$ cat src/rtl/imem_byte_loader_if.sv
// Byte-stream and IMEM write-port bundle for the instruction memory loader.
// A byte moves only on a cycle where s_valid and s_ready are both high. s_ready never depends on s_valid.
interface imem_byte_loader_if #(
  parameter int LEN_W = 16
);
  logic             start;
  logic [31:0]      base_addr;
  logic [LEN_W-1:0] length;
  logic             s_valid;
  logic [7:0]       s_data;
  logic             s_ready;
  logic             mem_we;
  logic [31:0]      mem_addr;
  logic [7:0]       mem_wdata;
  logic             word_valid;
  logic [31:0]      word_addr;
  logic [31:0]      word_data;
  logic             cpu_hold;
  logic             busy;
  logic             done;
  logic             err;
  logic [7:0]       checksum;
  logic [LEN_W-1:0] byte_count;

  modport master (
    output start, base_addr, length, s_valid, s_data,
    input  s_ready, mem_we, mem_addr, mem_wdata, word_valid, word_addr, word_data,
    input  cpu_hold, busy, done, err, checksum, byte_count
  );

  modport slave (
    input  start, base_addr, length, s_valid, s_data,
    output s_ready, mem_we, mem_addr, mem_wdata, word_valid, word_addr, word_data,
    output cpu_hold, busy, done, err, checksum, byte_count
  );
endinterface

$ cat src/rtl/imem_byte_loader.sv
// Streams bytes into a little-endian IMEM at base_addr+offset. It also emits assembled words
// for trace and keeps a running 8-bit checksum. The core is held off while the load runs.
module imem_byte_loader #(
  parameter int IMEM_SIZE = 1024,
  parameter int LEN_W     = 16
) (
  input  logic              clk,
  input  logic              rst,
  imem_byte_loader_if.slave bus,
  output logic [1:0]        o_dbg_state
);
  typedef enum logic [1:0] {
    S_IDLE  = 2'd0,
    S_LOAD  = 2'd1,
    S_FLUSH = 2'd2,
    S_DONE  = 2'd3
  } state_t;

  state_t           r_state;
  logic [31:0]      r_base;
  logic [LEN_W-1:0] r_len;
  logic [LEN_W-1:0] r_count;
  logic [7:0]       r_sum;
  logic [31:0]      r_buf;
  logic             r_mem_we;
  logic [31:0]      r_mem_addr;
  logic [7:0]       r_mem_wdata;
  logic             r_word_valid;
  logic [31:0]      r_word_addr;
  logic [31:0]      r_word_data;
  logic             r_done;
  logic             r_err;

  logic             w_ready;
  logic             w_xfer;
  logic [32:0]      w_end_addr;
  logic             w_bad_start;
  logic [1:0]       w_lane;
  logic [LEN_W-1:0] w_next_count;
  logic             w_last;
  logic             w_word_end;
  logic [31:0]      w_byte_addr;
  logic [31:0]      w_word_base;
  logic [31:0]      w_merged;

  assign w_ready      = (r_state == S_LOAD);
  assign w_xfer       = bus.s_valid & w_ready;
  // 33-bit end address so a base near 4 GiB cannot wrap past the size check.
  assign w_end_addr   = {1'b0, bus.base_addr} + 33'(bus.length);
  assign w_bad_start  = (bus.base_addr[1:0] != 2'b00) || (w_end_addr > 33'(IMEM_SIZE));
  assign w_lane       = r_count[1:0];
  assign w_next_count = r_count + LEN_W'(1);
  assign w_last       = (w_next_count == r_len);
  assign w_word_end   = (w_lane == 2'd3) || w_last;
  assign w_byte_addr  = r_base + 32'(r_count);
  assign w_word_base  = {w_byte_addr[31:2], 2'b00};

  always_comb begin
    w_merged = r_buf;
    w_merged[{w_lane, 3'b000} +: 8] = bus.s_data;
  end

  always_ff @(posedge clk) begin
    if (rst) begin
      r_state      <= S_IDLE;
      r_base       <= '0;
      r_len        <= '0;
      r_count      <= '0;
      r_sum        <= '0;
      r_buf        <= '0;
      r_mem_we     <= 1'b0;
      r_mem_addr   <= '0;
      r_mem_wdata  <= '0;
      r_word_valid <= 1'b0;
      r_word_addr  <= '0;
      r_word_data  <= '0;
      r_done       <= 1'b0;
      r_err        <= 1'b0;
    end else begin
      r_mem_we     <= 1'b0;
      r_word_valid <= 1'b0;
      r_done       <= 1'b0;
      r_err        <= 1'b0;
      case (r_state)
        S_IDLE: begin
          if (bus.start) begin
            if (w_bad_start) begin
              r_err <= 1'b1;
            end else begin
              r_base  <= bus.base_addr;
              r_len   <= bus.length;
              r_count <= '0;
              r_sum   <= '0;
              r_buf   <= '0;
              if (bus.length == '0) begin
                r_done  <= 1'b1;
                r_state <= S_DONE;
              end else begin
                r_state <= S_LOAD;
              end
            end
          end
        end
        S_LOAD: begin
          if (w_xfer) begin
            r_mem_we    <= 1'b1;
            r_mem_addr  <= w_byte_addr;
            r_mem_wdata <= bus.s_data;
            r_count     <= w_next_count;
            r_sum       <= r_sum + bus.s_data;
            // A short tail is emitted with the last byte's write, so it is visible in FLUSH.
            if (w_word_end) begin
              r_word_valid <= 1'b1;
              r_word_addr  <= w_word_base;
              r_word_data  <= w_merged;
              r_buf        <= '0;
            end else begin
              r_buf <= w_merged;
            end
            if (w_last) r_state <= S_FLUSH;
          end
        end
        S_FLUSH: begin
          r_done  <= 1'b1;
          r_state <= S_DONE;
        end
        default: begin
          r_state <= S_IDLE;
        end
      endcase
    end
  end

  assign bus.s_ready    = w_ready;
  assign bus.cpu_hold   = (r_state == S_LOAD) || (r_state == S_FLUSH);
  assign bus.busy       = (r_state != S_IDLE);
  assign bus.mem_we     = r_mem_we;
  assign bus.mem_addr   = r_mem_addr;
  assign bus.mem_wdata  = r_mem_wdata;
  assign bus.word_valid = r_word_valid;
  assign bus.word_addr  = r_word_addr;
  assign bus.word_data  = r_word_data;
  assign bus.done       = r_done;
  assign bus.err        = r_err;
  assign bus.checksum   = r_sum;
  assign bus.byte_count = r_count;
  assign o_dbg_state    = r_state;
endmodule

$ cat src/flat_wrapper.sv
// flat-port wrapper written by rule: the top's interface ports become plain ports
module imem_byte_loader_flat 
#(
  parameter int IMEM_SIZE = 1024,
  parameter int LEN_W     = 16
)
  (clk, rst, o_dbg_state, bus_start, bus_base_addr, bus_length, bus_s_valid, bus_s_data, bus_s_ready, bus_mem_we, bus_mem_addr, bus_mem_wdata, bus_word_valid, bus_word_addr, bus_word_data, bus_cpu_hold, bus_busy, bus_done, bus_err, bus_checksum, bus_byte_count);
  imem_byte_loader_if #(.LEN_W(LEN_W)) bus_i ();
  input  logic clk;
  input  logic rst;
  output logic [1:0] o_dbg_state;
  input wire logic [$bits(bus_i.start)-1:0] bus_start;
  input wire logic [$bits(bus_i.base_addr)-1:0] bus_base_addr;
  input wire logic [$bits(bus_i.length)-1:0] bus_length;
  input wire logic [$bits(bus_i.s_valid)-1:0] bus_s_valid;
  input wire logic [$bits(bus_i.s_data)-1:0] bus_s_data;
  output wire logic [$bits(bus_i.s_ready)-1:0] bus_s_ready;
  output wire logic [$bits(bus_i.mem_we)-1:0] bus_mem_we;
  output wire logic [$bits(bus_i.mem_addr)-1:0] bus_mem_addr;
  output wire logic [$bits(bus_i.mem_wdata)-1:0] bus_mem_wdata;
  output wire logic [$bits(bus_i.word_valid)-1:0] bus_word_valid;
  output wire logic [$bits(bus_i.word_addr)-1:0] bus_word_addr;
  output wire logic [$bits(bus_i.word_data)-1:0] bus_word_data;
  output wire logic [$bits(bus_i.cpu_hold)-1:0] bus_cpu_hold;
  output wire logic [$bits(bus_i.busy)-1:0] bus_busy;
  output wire logic [$bits(bus_i.done)-1:0] bus_done;
  output wire logic [$bits(bus_i.err)-1:0] bus_err;
  output wire logic [$bits(bus_i.checksum)-1:0] bus_checksum;
  output wire logic [$bits(bus_i.byte_count)-1:0] bus_byte_count;
  assign bus_i.start = bus_start;
  assign bus_i.base_addr = bus_base_addr;
  assign bus_i.length = bus_length;
  assign bus_i.s_valid = bus_s_valid;
  assign bus_i.s_data = bus_s_data;
  assign bus_s_ready = bus_i.s_ready;
  assign bus_mem_we = bus_i.mem_we;
  assign bus_mem_addr = bus_i.mem_addr;
  assign bus_mem_wdata = bus_i.mem_wdata;
  assign bus_word_valid = bus_i.word_valid;
  assign bus_word_addr = bus_i.word_addr;
  assign bus_word_data = bus_i.word_data;
  assign bus_cpu_hold = bus_i.cpu_hold;
  assign bus_busy = bus_i.busy;
  assign bus_done = bus_i.done;
  assign bus_err = bus_i.err;
  assign bus_checksum = bus_i.checksum;
  assign bus_byte_count = bus_i.byte_count;
  imem_byte_loader #(.IMEM_SIZE(IMEM_SIZE), .LEN_W(LEN_W)) u_core (.clk(clk), .rst(rst), .bus(bus_i), .o_dbg_state(o_dbg_state));
endmodule
$ cat config.mk
export PLATFORM = sky130hd
export DESIGN_NAME = imem_byte_loader_flat
export DESIGN_NICKNAME = d
export VERILOG_FILES = /design/src/rtl/imem_byte_loader_if.sv /design/src/rtl/imem_byte_loader.sv /design/src/flat_wrapper.sv
export SDC_FILE = /design/constraint.sdc
export NUM_CORES = 1
export LEC_CHECK = 0
export BUFFER_PORTS_ARGS = -buffer_cell sky130_fd_sc_hd__buf_4
export CAP_MARGIN = 20
export CORE_AREA = 2 2 164 166
export CTS_BUF_LIST = sky130_fd_sc_hd__clkbuf_4
export DETAILED_ROUTE_END_ITERATION = 8
export DIE_AREA = 0 0 166 168
export PLACE_DENSITY = 0.68
export SLEW_MARGIN = 20
export SYNTH_ARGS = -nofsm -noshare
export SYNTH_HDL_FRONTEND = slang
export SYNTH_SLANG_ARGS = --single-unit
export TNS_END_PERCENT = 10
$ cat constraint.sdc
create_clock -name clk -period 3.4 [get_ports clk]
set_input_delay 0.34 -clock clk [delete_from_list [all_inputs] [get_ports clk]]
set_output_delay 0.34 -clock clk [all_outputs]
set_load 0.01 [all_outputs]
==> results.md <==
* Ys flop type: dfxtp_1
* Largest net degree at the start of global routing at 105
* Top cells by area, synth: dfxtp_1 37%, a21oi_1 5.7%, ha_1 5.3%
* Crit start category: input pin
* CTS clk-pin slew, worst paths at 0.07 ns
* Core area at 0.0264 mm2
* Flop2flop setup slack at 0.17 ns
* Starting density of the core at approximately 44%
* R2r startpoint: u_core.r_base[0]$_SDFFE_PP0P_
* Initial DRC Count at 862
* Final hold slack at approximately 0.062 ns
* Setup_tns at 0 ns
* CTS Root Cell: clkbuf_4
* CP Data Arrival Time at 3.80 ns
* Post-synthesis simple-gate area fraction at 20.6%
* Layout Cells excl Fill at between 2000 and 2500
* Clock Sink Count at ~210
* Netlist Area Pre-Place at 0.0116 mm2
* H-tree Lvls at 2
* FF-to-FF path depth at 14
* Multi-input gate area at 0.00697 mm2
* Reg2Reg Capture Point: u_core.bus.mem_addr[24]$_SDFFE_PP0P_
* Outcome: complete, no violations
* Post-route DRC at 0
* Initial antenna violation count at 1
* Slew of the pin with the lowest slew margin at 0.942 ns
* FP Rows at 60
* Most common cell after layout, fill and taps aside: buf_4
* Max-cap viol count at 0
* First drt pass iteration count at 5
* Worst Slack Setup Final at roughly 0.13 ns
* GRT Util Overall at 24.0%
* Area taken by flip-flops and latches at 0.00425 mm2
* Most frequent cells in the layout: 303 x buf_4, 208 x dfxtp_1, 155 x nor2_1, 132 x a21oi_1, 118 x nand2_1
* Synth top area share at about 37%
* Setup crit end kind: flip-flop
* Port-buffer cells at 194
* PwrDens at 369 mW/mm2
* Maximum VDD drop at 247 uV
* Post-synth EDFFs at 0
* WP buf/inv at 5
* Worst path max stage delay at 0.53 ns
* Global-route wire length before repair at 55.7 mm
* Tcrit/Tclk final at 96.3%
* CTS tree: done
* Setup repair after global routing missed its margin: yes
* Max-slew violation count at 0
* Yosys warnings at 0
* CP required at 3.92 ns
* HPWL Detailed at 25.4 mm
* Placed Cells incl. Taps at 1926
* CP delay by family, top: buffers and inverters
* Nets at 1788
* CP cell instances: dlygate4sd3_1 -> buf_4 -> ha_1 -> buf_4 -> and4_1 -> o21ai_0 -> o21ba_2 -> a21oi_1 -> or3_1 -> a211oi_2 -> and4_4 -> buf_4 -> a311oi_4 -> buf_4 -> o21ai_0 -> o41ai_2
* Largest fanout on the critical path at 16
* Chip Height at 168 um
* Bufs on Longest Clock Path at 3
* Die area at 0.0279 mm2
* Hold Crit Endpoint: u_core.r_base[7]$_SDFFE_PP0P_
* Fmax at 0.305 GHz
* Async S/R FF share, synth at 0%
* Final Core Density at 57.5%
* Fillers at ~2400
* Worst min path class: input pin to flip-flop
* P&R area growth vs syn at 30.8%
* Drt wl/cell at 17.0 um
* Cell taking the most area after synthesis: dfxtp_1
* Via density at ~5.5
* Fin. Hold Viols at 0
* Post-Synth Adder-Cell Area at 5.81%
* Crit path kind: input pin to flip-flop
* Slew Limit Headroom at 36.7%
* Vias at around 11000
* TritonCTS Buffers at 55
* Hold Crit Start: bus_base_addr[7]
* Share of cells above drive strength 1 at 27.8%
* Leak Pwr at ~6.6 nW
* Minimum clock period at 3.27 ns
* Io pins at between 150 and 200
* Routed WL at 34.9 mm
* Compound-Gate Fraction of Synth Area at 23.6%
* Die width at about 170 um
* Yosys reg bits at 212
* Synth Instances at 1370
* Seq/Total Area, Yosys at 36.6%
* Clk Latency, worst-skew pair at 0.70 ns
* Placer Congestion at 0.932
* Main combinational cell family by area after synthesis: compound AO/OA/AOI/OAI gates
* Hold Path Depth at 4
* Mux cell area share after synthesis at 3.29%
* Total grt overflow at 0
* Post-synthesis xor/xnor area fraction at 5.29%
* Vias in the first global route at roughly 11000
* Syn Area/Cell at 8.46 um2
* Cell variety after synth at 69
* Place WS at -0.381 ns
* Final setup vio count at 0
* Clk_skew at 0.0657 ns
* Critical Path Slowest Stage Cell: dlygate4sd3_1
* ANT nets after route at 0
* Worst path most repeated cell: buf_4
==> what timing repair did <==
action,CTS,global route
buffers inserted,0,6
hold endpoints to repair,42,0
setup endpoints to repair,7,137
hold buffers,27,0
gates resized for setup,1,39
pin swaps,0,22
==> kinds of logic after synthesis <==
kind of cell,after synthesis
muxes,38
adders and majority gates,52
DFF,212
and+or+nand+nor,491
other,1
AOI/OAI and AO/OA,385
buffers and inverters,121
xor gates and xnor gates,70
==> metrics by stage <==
| stage | power [mW] | area [um2] |
|---|---|---|
| final | 5.59 | 15200 |
| after global placement | 3.48 | 14000 |
| after floorplan | 3.08 | 11600 |
| after global routing | 5.87 | 15200 |
| after detailed placement | 3.49 | 14000 |
| after CTS | 5.64 | 14900 |
==> layout make-up <==
cell class,instances,share of cell area (%)
diodes,1,0.0165
clock buffers,78,3.86
clock inverters,14,0.528
inverters,30,0.743
multi-input cells,1038,46.0
flip-flops and latches,212,28.1
well taps,341,2.81
repair buffers,339,18.0
==> worst max-delay path by stage <==
stage / startpoint / end / slack [ns] / cells after the start
after floorplan: bus_length[0] / u_core.r_buf[24]$_SDFFE_PP0P_ / 0.03 / 14
after global placement: bus_length[0] / u_core.bus.checksum[6]$_SDFFE_PP0P_ / -0.31 / 14
after detailed placement: bus_length[0] / u_core.r_buf[0]$_SDFFE_PP0P_ / -0.38 / 15
after CTS: bus_base_addr[12] / u_core.r_buf[28]$_SDFFE_PP0P_ / 0.01 / 15
after global routing: u_core.r_base[0]$_SDFFE_PP0P_ / u_core.bus.mem_addr[22]$_SDFFE_PP0P_ / -0.08 / 14
final: bus_length[14] / u_core.bus.byte_count[13]$_SDFFE_PP0P_ / 0.13 / 16
==> cell usage after synthesis, types with 4 or more instances <==
cell         n
a31oi_1     14
a22oi_1      6
ha_1        49
dfxtp_1    212
o31ai_1     12
buf_4        5
o21ai_1      5
nor2_1     156
xnor2_1     40
o211ai_1    13
nor4_1       6
o41ai_1      5
buf_6        7
nor3_1      32
nand3b_1     8
a21oi_1    133
and3_1      38
clkbuf_1    60
o21ai_0     40
o2bb2ai_2   30
and2_1      11
a21o_1      16
nand2b_1     4
a211oi_1    61
and4_1       7
o21a_1       8
nand4_1     21
a41oi_1      7
o2111ai_1    4
xor2_1      30
nand3_1     35
nor2b_1     38
nand2_1    118
inv_1       30
mux2i_1     37
buf_2       18
o21bai_1     6
==> layer usage <==
metal / vias to the layer above / GRT usage (%) / wire, um
li1: 5571 / - / -
met1: 5276 / 32.4 / 16000
met2: 386 / 39.3 / 16100
met3: 61 / 3.83 / 1990
met4: 0 / 8.24 / 827
met5: - / 0 / 0
==> registers in the layout, summed over array words and instances, names as in the netlist <==
signal	count
u_core.bus.byte_count	16
u_core.bus.checksum	8
u_core.bus.done	1
u_core.bus.err	1
u_core.bus.mem_addr	32
u_core.bus.mem_wdata	8
u_core.bus.mem_we	1
u_core.bus.word_addr	30
u_core.bus.word_data	32
u_core.bus.word_valid	1
u_core.o_dbg_state	2
u_core.r_base	32
u_core.r_buf	32
u_core.r_len	16
==> where the power goes <==
group / internal, mW / switching [mW]
registers: 2.52 / 0.0264
logic: 0.394 / 0.543
clock network: 1.06 / 1.05
==> tightest hold or removal path: cells and delay by family <==
family	cells	cell delay, ns
multiplexers	1	0.05
AND/OR/NAND/NOR	1	0.07
buffers and inverters	2	0.21
(Power assumes the default switching activity.)
